==> src/rtl/fetch_queue_unit.sv <==
// Instruction-fetch front end: sequential word fetch, pending-PC tracking,
// {pc, instr} queue toward execute, redirect flush with stale-response drop.
module fetch_queue_unit #(
    parameter int unsigned DEPTH           = 4,
    parameter int unsigned MAX_OUTSTANDING = 2,
    parameter logic [31:0] RESET_PC        = 32'h0000_0000
) (
    input  logic        clk,
    input  logic        reset,
    output logic        imem_req_valid,
    input  logic        imem_req_ready,
    output logic [31:0] imem_req_addr,
    input  logic        imem_rsp_valid,
    input  logic [31:0] imem_rsp_data,
    input  logic        redirect_valid,
    input  logic [31:0] redirect_pc,
    output logic        if_valid,
    input  logic        if_ready,
    output logic [31:0] if_pc,
    output logic [31:0] if_instr
);

    localparam int unsigned QAW = (DEPTH > 1) ? $clog2(DEPTH) : 1;
    localparam int unsigned OAW = (MAX_OUTSTANDING > 1) ? $clog2(MAX_OUTSTANDING) : 1;
    localparam int unsigned OCW = $clog2(MAX_OUTSTANDING + 1);
    localparam logic [31:0] NOP = 32'h0000_0013;

    // Fetch address and flow-control state
    logic [31:0]    fetch_pc_q, fetch_pc_d;
    logic [QAW:0]   count_q, count_d;
    logic [QAW-1:0] wr_ptr_q, wr_ptr_d;
    logic [QAW-1:0] rd_ptr_q, rd_ptr_d;
    logic [OCW-1:0] outst_q, outst_d;
    logic [OCW-1:0] drop_q, drop_d;
    logic [OAW-1:0] pw_q, pw_d;
    logic [OAW-1:0] pr_q, pr_d;

    // Storage
    logic [31:0] q_pc    [DEPTH];
    logic [31:0] q_instr [DEPTH];
    logic [31:0] pend_pc [MAX_OUTSTANDING];

    logic        credit_ok;
    logic        room_ok;
    logic        req_fire;
    logic        rsp_fire;
    logic        push;
    logic        pop;
    logic [31:0] pend_head;

    function automatic logic [OAW-1:0] pend_next(input logic [OAW-1:0] p);
        if (p == OAW'(MAX_OUTSTANDING - 1)) begin
            return '0;
        end
        return p + OAW'(1);
    endfunction

    // Request credit: every issued fetch must be guaranteed a queue slot
    always_comb begin
        credit_ok = (32'(count_q) + 32'(outst_q)) < DEPTH;
        room_ok   = 32'(outst_q) < MAX_OUTSTANDING;
    end

    // Handshake decode and combinational outputs
    always_comb begin
        imem_req_valid = !reset && !redirect_valid && room_ok && credit_ok;
        imem_req_addr  = fetch_pc_q;
        req_fire       = imem_req_valid && imem_req_ready;
        rsp_fire       = imem_rsp_valid && !reset;
        pend_head      = pend_pc[pr_q];
        push           = rsp_fire && (drop_q == '0) && !redirect_valid;
        if_valid       = !reset && (count_q != '0) && !redirect_valid;
        pop            = if_valid && if_ready;
        if_pc          = 32'h0;
        if_instr       = NOP;
        if (if_valid) begin
            if_pc    = q_pc[rd_ptr_q];
            if_instr = q_instr[rd_ptr_q];
        end
    end

    // Next-state for fetch address, outstanding and drop counters
    always_comb begin
        fetch_pc_d = fetch_pc_q;
        outst_d    = outst_q;
        drop_d     = drop_q;
        pw_d       = pw_q;
        pr_d       = pr_q;

        if (redirect_valid) begin
            fetch_pc_d = redirect_pc & ~32'h3;
        end else if (req_fire) begin
            fetch_pc_d = fetch_pc_q + 32'd4;
        end

        if (req_fire) begin
            pw_d = pend_next(pw_q);
        end
        if (rsp_fire) begin
            pr_d = pend_next(pr_q);
        end

        unique case ({req_fire, rsp_fire})
            2'b10:   outst_d = outst_q + OCW'(1);
            2'b01:   outst_d = outst_q - OCW'(1);
            default: outst_d = outst_q;
        endcase

        if (redirect_valid) begin
            drop_d = outst_q - OCW'(rsp_fire);
        end else if (rsp_fire && (drop_q != '0)) begin
            drop_d = drop_q - OCW'(1);
        end
    end

    // Next-state for the instruction queue pointers and occupancy
    always_comb begin
        wr_ptr_d = wr_ptr_q;
        rd_ptr_d = rd_ptr_q;
        count_d  = count_q;
        if (redirect_valid) begin
            wr_ptr_d = '0;
            rd_ptr_d = '0;
            count_d  = '0;
        end else begin
            if (push) begin
                wr_ptr_d = wr_ptr_q + QAW'(1);
            end
            if (pop) begin
                rd_ptr_d = rd_ptr_q + QAW'(1);
            end
            unique case ({push, pop})
                2'b10:   count_d = count_q + (QAW+1)'(1);
                2'b01:   count_d = count_q - (QAW+1)'(1);
                default: count_d = count_q;
            endcase
        end
    end

    // Control state registers with synchronous reset
    always_ff @(posedge clk) begin
        if (reset) begin
            fetch_pc_q <= RESET_PC;
            count_q    <= '0;
            wr_ptr_q   <= '0;
            rd_ptr_q   <= '0;
            outst_q    <= '0;
            drop_q     <= '0;
            pw_q       <= '0;
            pr_q       <= '0;
        end else begin
            fetch_pc_q <= fetch_pc_d;
            count_q    <= count_d;
            wr_ptr_q   <= wr_ptr_d;
            rd_ptr_q   <= rd_ptr_d;
            outst_q    <= outst_d;
            drop_q     <= drop_d;
            pw_q       <= pw_d;
            pr_q       <= pr_d;
        end
    end

    // Pending-PC slot written on every accepted request
    always_ff @(posedge clk) begin
        if (!reset && req_fire) begin
            pend_pc[pw_q] <= fetch_pc_q;
        end
    end

    // Queue slot written on every kept response
    always_ff @(posedge clk) begin
        if (!reset && push) begin
            q_pc[wr_ptr_q]    <= pend_head;
            q_instr[wr_ptr_q] <= imem_rsp_data;
        end
    end

endmodule

==> config.mk <==
export PLATFORM = sky130hd
export DESIGN_NAME = fetch_queue_unit
export DESIGN_NICKNAME = d
export VERILOG_FILES = /design/src/rtl/fetch_queue_unit.sv
export SDC_FILE = /design/constraint.sdc
export NUM_CORES = 1
export LEC_CHECK = 0
export ABC_AREA = 1
export ABC_CLOCK_PERIOD_IN_PS = 4600
export BUFFER_PORTS_ARGS = -buffer_cell sky130_fd_sc_hd__buf_2
export CELL_PAD_IN_SITES_DETAIL_PLACEMENT = 1
export CELL_PAD_IN_SITES_GLOBAL_PLACEMENT = 1
export CORE_MARGIN = 4
export CORE_UTILIZATION = 46
export DETAILED_ROUTE_END_ITERATION = 10
export PLACE_DENSITY_LB_ADDON = 0.3
export SYNTH_ARGS = -nofsm -noshare
export SYNTH_HDL_FRONTEND = slang
export SYNTH_SLANG_ARGS = --single-unit
==> constraint.sdc <==
create_clock -name clk -period 4.6 [get_ports clk]
set_input_delay 0.23 -clock clk [delete_from_list [all_inputs] [get_ports clk]]
set_output_delay 0.23 -clock clk [all_outputs]
set_load 0.02 [all_outputs]
After elaboration in Yosys (flattened, before gate mapping)

Memory sizes are Yosys's and may differ from the RTL's. A register that Yosys moved wholly into a read port is not among the register bits.
Cells that the tools add are included.

RAM bits: 320
Word-level logic and storage cells: 79
Register bits after elaboration: 45
Bits of input ports: 70
Memories kept: 3

Memory list:

| name    | words | bits a word | rd ports | clocked after Yosys merged registers in | write ports | RTL line | text |
|---|---|---|---|---|---|---|---|
| q_instr | 4     | 32          | 1        | 1                                       | 1           | 40       | `logic [31:0] q_instr [DEPTH];` |
| q_pc    | 4     | 32          | 1        | 1                                       | 1           | 39       | `logic [31:0] q_pc [DEPTH];` |
| pend_pc | 2     | 32          | 1        | 1                                       | 1           | 41       | `logic [31:0] pend_pc [MAX_OUTSTANDING];` |

$lt $le $gt $ge: 2
Multiplexer cells: 26
Reductions and logical operators: 23
$add $sub $neg: 12
Equal/unequal tests: 4

Operators by type and width:

| cell                                                                 | number |
|---|---|
| 32-bit two-way mux                                                   | 4 |
| 32-bit by 3-bit adder with 32-bit output, second input constant      | 1 |
| 1-bit two-way mux                                                    | 14 |
| 1-bit logical AND                                                    | 13 |
| 2-bit two-way mux                                                    | 6 |
| 2-bit nonzero test                                                   | 5 |
| 2-bit by 1-bit adder with 2-bit output, second input constant        | 3 |
| 3-bit one-hot mux with 2 select lines                                | 1 |
| 3-bit by 2-bit adder with 4-bit output                               | 1 |
| 2-bit by 1-bit == test with 1-bit output, second input constant      | 2 |
| 2-bit == test, second input constant                                 | 2 |
| 4-bit by 3-bit < comparator with 1-bit output, second input constant | 1 |
| 2-bit one-hot mux with 2 select lines                                | 1 |
| 2-bit by 1-bit subtractor with 2-bit output, second input constant   | 2 |
| 3-bit by 1-bit adder with 3-bit output, second input constant        | 1 |
| 3-bit nonzero test                                                   | 1 |
| 3-bit by 1-bit subtractor with 3-bit output, second input constant   | 1 |
| 1-bit adder, second input constant                                   | 2 |
| 1-bit logical NOT                                                    | 2 |
| 2-bit logical NOT                                                    | 1 |
| 2-bit < comparator, second input constant                            | 1 |
| 2-bit OR reduction                                                   | 1 |
| 2-bit by 1-bit subtractor with 2-bit output                          | 1 |

Longest topological paths before layout

Gate-level depths: netlist of the first run.

Depth in word-level cells: 8
Depth in mapped cells: 12
Depth with buffers taken out: 12

Worst setup path after synthesis of the first run

OpenSTA, ideal clock, no wires.

Path type: register to register
Start point: register drop_q[0]
End point: memory q_instr[0][0], enable pin
Path slack: 0.735 ns
Buffers on the path: 0
Data required time: 4.118 ns
Setup time: 0.482 ns
Data arrival time: 3.383 ns
Cell stages (with the launch flop): 7
Cell sequence: dfxtp_1 inv_1 ha_1 nand2_1 nor2_1 inv_1 nor2_1

Cells in the longest elaborated chain, start to end: 6

RTL lines:

| item                                    | RTL line | text |
|---|---|---|
| from (decl)                             | 34       | `logic [OCW-1:0] drop_q, drop_d;` |
| from (signal assigned)                  | 157      | `drop_q <= drop_d;` |
| 2-bit logical NOT                       | 71       | `push = rsp_fire && (drop_q == '0) && !redirect_valid;` |
| 1-bit logical AND (2 in series)         | 71       |  |
| 1-bit logical AND                       | 172      | `if (!reset && push) begin` |
| 1-bit two-way mux                       | 172      |  |
| 1-bit two-way mux (implied by the code) | 174      | `q_instr[wr_ptr_q] <= imem_rsp_data;` |
| to (decl)                               | 40       |  |

No other way between the ends.

==> reports/metrics.yaml, run 1 <==
rows: 64
finalCriticalPeriod_ps: 3450
synth-seq-cells: 354
clock-root-buffer: "clkbuf_16"
power_density_nw_per_um2: 397
holdPathEnd: "imem_req_addr[4]"
num_antenna_cells: 0
initial_utilization_pct: 47.1
crit_type: "register to output port"
fin_ws_ps: 1150
pwr-share-clk_pct: 43.1
syn-instance-count: 1296
ys_seq_area_share_pct: 69.6
seq_power_share_pct: 52.0
die_h_microns: 186
setup_tns_ps: 0
grt_pass1_vias: 11100
fin_crit_sh_pct: 75.0
hp-start: "redirect_pc[4]"
slew_headroom_pct: 19.9
min_path_cells: 3
grt_max_degree: 77
cp-start-kind: "register"
layout_commonest_cell: "edfxtp_1"
io_pins: 168
dp_slack_ps: 1620
rsz0062_at_grt: "false"
die_width_microns: 186
ys_async_sr_fraction_pct: 0
crit_arrival_ps: 3220
postSynthAreaPerCell_sq_um: 11.3
hold_class: "primary input to register"
status: "complete, no violations"
rr_endpoint: "q_pc[3][23]"
switching_power_mw: 1.45
dieArea_sq_um: 34700
synth_area_sq_um: 14600
worstMarginPinSlew_ps: 1200
synth_edf_count: 308
yosys_warnings: 0
cts_num_sinks: 354
place_congestion: 0.850
post_drt_wl_per_cell_microns: 19.9
highest_layer: "met4"
dp_hpwl_microns: 23700
final-setup-viol-count: 0
coreArea_sq_um: 31000
p_leak_nw: 6.48
wl_met1_microns: 16600
required_ps: 4370
dr.pass1.iters: 5
vias: 10400
final-hold-violation-count: 0
antenna_found_initial: 0
mostFrequentLayoutCells: "edfxtp_1 (308), nor2_1 (301), buf_2 (161)"
clock_path_buffers: 3
grt-ovfl-total: 0
routed-wl-met2_microns: 18800
slew_violations: 0
grt_use_total_pct: 22.0
grt_pass1_wl_microns: 59500
finalInstanceArea_sq_um: 17500
reg2reg_setup_slack_ps: 2020
drt_iter0_markers: 663
p_int_mw: 5.49
finClkSkew_ps: 18.6
syn_to_final_growth_pct: 19.6
comb_power_share_pct: 4.9
endpoint_kind: "output port"
r2r-start: "drop_q[0]"
drc: 0
drive_gt1_share_pct: 18.3
wirelength_microns: 38200
io_buffers: 161
holdWs_ps: 23.0
rr_worst_depth: 7
dr_wl_met3_microns: 1770
cts_made_buffers: 38
nets: 1576
clkTransAtPathRegs_ps: 60
critPathMaxFanout: 76
switching_share_pct: 20.9
clock.fmax_ghz: 0.290
vias_per_cell: 5.40
maxCapViolations: 0
yosysUniqueCellTypes: 34
cts_tree: "built"
clk-insertion-delay-late_ps: 520
post-cts-setup-buffer-count: 0
cts_max_level: 2
ys.flop_type: "edfxtp_1"
finalPower_mw: 6.94
ant_nets: 0
placed_area_sq_um: 15800
ir_drop_v: 0.000229
==> worst max path at each step <==
stage,start,to,slack (ps),cells after the start
floorplan,drop_q[0],q_instr[0][0],740,6
global placement,redirect_valid,count_q[2],1710,13
detailed placement,redirect_valid,count_q[2],1620,13
CTS,register,if_instr[1],1100,5
global route,register,if_instr[1],860,5
finish,register,if_instr[1],1150,5
==> synth_stat cells, types with 5 or more instances <==
master,instances,area share [%]
clkbuf_1,43,1.1
dfxtp_1,46,6.3
nand3_1,44,1.5
o21bai_1,5,0.26
inv_1,66,1.7
xor2_1,7,0.42
buf_1,7,0.18
a31oi_1,8,0.34
o21ai_0,141,4.8
xnor2_1,5,0.30
nor2_1,307,7.9
a21oi_1,88,3.0
nand2_1,144,3.7
ha_1,10,0.86
buf_2,8,0.27
edfxtp_1,308,63
mux2_2,30,2.3
==> power by group through the flow <==
| stage | sequential (mW) | clock, mW | combinational [mW] |
|---|---|---|---|
| after floorplan | 3.68 | 0 | 0.169 |
| after global placement | 3.67 | 0 | 0.295 |
| after detailed placement | 3.68 | 0 | 0.310 |
| after CTS | 3.61 | 3.06 | 0.341 |
| after global routing | 3.62 | 3.20 | 0.378 |
| final | 3.61 | 2.99 | 0.339 |
==> through the flow <==
stage	utilization, %	instances
after floorplan	-	1299
after global placement	51.1	1809
after detailed placement	51.1	1809
after CTS	56.4	1919
after global routing	56.4	1919
final	56.4	1919
==> layout make-up <==
type | instances | area [sq um]
Multi-Input combinational cell | 812 | 3950
Sequential cell | 354 | 10200
Timing Repair Buffer | 221 | 1370
Tap cell | 396 | 495
Fill cell | 3280 | 13500
Inverter | 68 | 255
Clock inverter | 21 | 200
Clock buffer | 47 | 1030
==> metal layers <==
layer | track usage, % | vias to the layer above
li1 | - | 4871
met1 | 28.4 | 5139
met2 | 38.4 | 286
met3 | 3.54 | 58
met4 | 6.85 | 0
met5 | 0 | -
==> critical path: stages, from the launching register on <==
cell and delay (ps):
dfxtp_4 530, inv_2 960, buf_4 440, nor2_1 70, o311ai_0 370, buf_2 260
==> flip-flops by register name, indices dropped and copies added, names as in the netlist, 3 cells and up, named ones only <==
name	flops
imem_req_addr	30
pend_pc	60
count_q	3
q_pc	120
q_instr	128
==> cell families (layout without fill, tap and decap cells) <==
logic type | after synthesis | in the layout | synth area share [%]
buffers and inverters | 133 | 357 | 3.74
AOI/OAI and AO/OA | 252 | 252 | 9.02
other | 1 | 4 | 0.0257
and+or+nand+nor | 503 | 503 | 13.6
xor gates and xnor gates | 12 | 12 | 0.719
adders and majority gates | 11 | 11 | 0.993
muxes | 30 | 30 | 2.31
DFF | 354 | 354 | 69.6
==> timing repair <==
item / CTS / global route
gates resized for setup: 0 / 0
setup endpoints to repair: 0 / 0
hold buffers: 42 / 0
hold endpoints to repair: 139 / 0
Power figures use the tool's default switching activity.
==> run 2: changes to the inputs <==
Settings changed: ABC_AREA 1 to 0, ABC_CLOCK_PERIOD_IN_PS 4600 to 3000, CORE_UTILIZATION 46 to 44.
Clock period 4.6 ns to 3 ns, I/O delays scaled along.
==> reports/metrics.yaml, run 2 <==
status: "complete, no violations"  # unchanged
postSynthAreaPerCell_sq_um: 17.2  # was 11.3 sq um
initial_utilization_pct: 44.6  # was 47.1%
cts_tree: "built"  # unchanged
ant_nets: 0  # unchanged
grt-ovfl-total: 0  # unchanged
synth.most_common_cell: "edfxtp_1"  # unchanged
reg2reg_setup_slack_ps: 440  # was 2020 ps
clock_path_buffers: 3  # unchanged
syn_to_final_growth_pct: 23.0  # was 19.6%
cp-endpoint: "if_pc[23]"  # was if_instr[1]
crit_arrival_ps: 2480  # was 3220 ps
place_congestion: 0.755  # was 0.850
drive_gt1_share_pct: 31.5  # was 18.3%
yosys-top-cells-count: "edfxtp_1 (308), and2_1 (67), mux4_2 (62)"  # was edfxtp_1 (308), nor2_1 (307), nand2_1 (144)
grt_pass1_vias: 8902  # was 11.1k
slew_headroom_pct: 42.0  # was 19.9%
rr_worst_depth: 7  # unchanged
clock.fmax_ghz: 0.380
yosysUniqueCellTypes: 52  # was 34
cts_made_buffers: 38  # unchanged
die_h_microns: 187  # was 186 microns
io_buffers: 161  # unchanged
rows: 65  # was 64
dr.pass1.iters: 5  # unchanged
largest_reg_flops: 128  # unchanged
cp-start-kind: "register"  # unchanged
dp_slack_ps: 473  # was 1620 ps
rr_endpoint: "imem_req_addr[25]"  # was q_pc[3][23]
ir_drop_v: 0.000345  # was 0.000229 V
drc: 0  # unchanged
multi_input_area_sq_um: 3720  # was 3950 sq um
layout_commonest_cell: "edfxtp_1"  # unchanged
cts_num_sinks: 354  # unchanged
syn-instance-count: 821  # was 1296
drt_iter0_markers: 468  # was 663
dieArea_sq_um: 35000  # was 34700 sq um
grt_max_degree: 63  # was 77
endpoint_kind: "output port"  # unchanged
post-cts-setup-buffer-count: 0  # unchanged
regArea_sq_um: 10200  # unchanged
post_drt_wl_per_cell_microns: 22.2  # was 19.9 microns
cts_max_level: 2  # unchanged
io_pins: 168  # unchanged
top_regs: "q_instr (128), q_pc (120), pend_pc (60)"  # unchanged
grt_pass1_wl_microns: 52500  # was 59500 microns
grt_use_total_pct: 19.0  # was 22.0%
synth_top_area_share_pct: 65.5  # was 63.3%
crit_chain: "buf_4 > mux4_2 > and2_1 > buf_2"  # was inv_2 > buf_4 > nor2_1 > o311ai_0 > buf_2
antenna_found_initial: 0  # unchanged
vias_per_cell: 5.45  # was 5.40
clkTransAtPathRegs_ps: 60  # about the same
finalPower_mw: 10.5  # was 6.94 mW
holdWs_ps: 11.0  # was 23.0 ps
synth-seq-cells: 354  # unchanged
final-hold-violation-count: 0  # unchanged
power_density_nw_per_um2: 603  # was 397 nW/um^2
cp_top_family: "flip-flops"  # was buffers and inverters
crit_type: "register to output port"  # unchanged
required_ps: 2850  # was 4370 ps
synth_edf_count: 308  # unchanged
r2r-start: "outst_q[1]"  # was drop_q[0]
wirelength_microns: 33000  # was 38200 microns
hold_buffers: 60  # was 42
num_antenna_cells: 0  # unchanged
finClkSkew_ps: 12.0  # was 18.6 ps
hold_class: "primary input to register"  # unchanged
clk-insertion-delay-late_ps: 520  # about the same
vias: 8115  # was 10.4k
ys_async_sr_fraction_pct: 0  # unchanged
setup_tns_ps: 0  # unchanged
slew_violations: 0  # unchanged
worstMarginPinSlew_ps: 864  # was 1200 ps
ys_seq_area_share_pct: 72.1  # was 69.6%
finalCriticalPeriod_ps: 2630
worstSetupPathDepth: 4  # was 5
mostFrequentLayoutCells: "edfxtp_1 (308), buf_2 (161), and2_1 (63)"  # was edfxtp_1 (308), nor2_1 (301), buf_2 (161)
n_fill_cell: 2927  # was 3280
synth.area.top_cells: "edfxtp_1 (66%), mux4_2 (9.9%), dfxtp_1 (6.5%)"  # was edfxtp_1 (63%), nor2_1 (7.9%), dfxtp_1 (6.3%)
synth_area_sq_um: 14100  # was 14600 sq um
critPathMaxFanout: 26  # was 76
cp.buffers_inverters: 2  # was 3
rsz0062_at_grt: "false"  # unchanged
critical-path-slowest-cell: "dfxtp_4"  # was inv_2
regMostFlops: "q_instr"  # unchanged
synth_area_leader_cell: "edfxtp_1"  # unchanged
p_leak_nw: 6.12  # was 6.48 nW
coreArea_sq_um: 31600  # was 31000 sq um
dp_hpwl_microns: 20700  # was 23700 microns
clock-root-buffer: "clkbuf_16"  # unchanged
cp_slowest_stage_delay_ps: 740  # was 960 ps
ys.flop_type: "edfxtp_1"  # unchanged
maxCapViolations: 0  # unchanged
nets: 1145  # was 1576
fin_crit_sh_pct: 87.7
yosys_warnings: 0  # unchanged
ctsResizeCount: 0  # unchanged
die_width_microns: 187  # was 186 microns
final-setup-viol-count: 0  # unchanged
fin_ws_ps: 368  # was 1150 ps
## run 2: worst register-to-register path: stages, from the launching register on
cell     delay (ps)
dfxtp_1         360
ha_1            210
or3b_2          470
nor4_4          200
inv_2           270
nor4_2          500
a31oi_1         170
o31a_1          280
## run 2: stage by stage
step                cell area, sq um  std cells  util (%)
finish                         17400       1490      54.9
global route                   17400       1490      54.9
CTS                            17400       1490      54.9
detailed placement             15600       1366      49.3
global placement               15600       1366      49.3
floorplan                      14100        824         -
## run 2: layout make-up
cell class | instances | area share [%]
Clock inverter | 13 | 0.685
Multi-Input combinational cell | 407 | 21.4
Sequential cell | 354 | 58.6
Clock buffer | 51 | 6.06
Inverter | 18 | 0.389
Tap cell | 402 | 2.90
Timing Repair Buffer | 245 | 9.93
## run 2: kinds of logic (layout without fill, tap and decap cells)
kind of cell / Yosys count / in the layout / share of synthesized area, %
AO/OA/AOI/OAI: 75 / 75 / 3.35
XOR/XNOR: 13 / 13 / 0.807
adder cells (fa/ha/maj): 11 / 11 / 1.03
buffers and inverters: 63 / 327 / 1.80
flip-flops: 354 / 354 / 72.1
multiplexers: 98 / 98 / 12.7
other: 1 / 4 / 0.0266
AND/OR/NAND/NOR: 206 / 206 / 8.21
## run 2: power breakdown
part	switching, mW	total [mW]	internal, mW	leakage, nW
sequential	0.0792	5.53	5.45	3.18
combinational	0.288	0.521	0.233	2.36
clock	1.79	4.42	2.63	0.577
total	2.16	10.5	8.31	6.12
## run 2: how the worst min path moves through the flow
stage	startpoint	endpoint	slack (ps)	cells past startpoint
global route	redirect_pc[21]	imem_req_addr[21]	20	4
CTS	redirect_pc[21]	imem_req_addr[21]	0.6	4
detailed placement	redirect_pc[20]	imem_req_addr[20]	350	2
finish	redirect_pc[21]	imem_req_addr[21]	10	4
global placement	redirect_pc[20]	imem_req_addr[20]	350	2
floorplan	imem_rsp_data[0]	q_instr[0][0]	250	0
## run 2: layer usage
layer	routed length (microns)	track usage (%)	vias to the layer above
met2	16300	32.0	234
met3	1630	3.19	44
li1	-	-	3680
met4	616	4.41	0
met1	14400	26.4	4157
met5	0	0	-
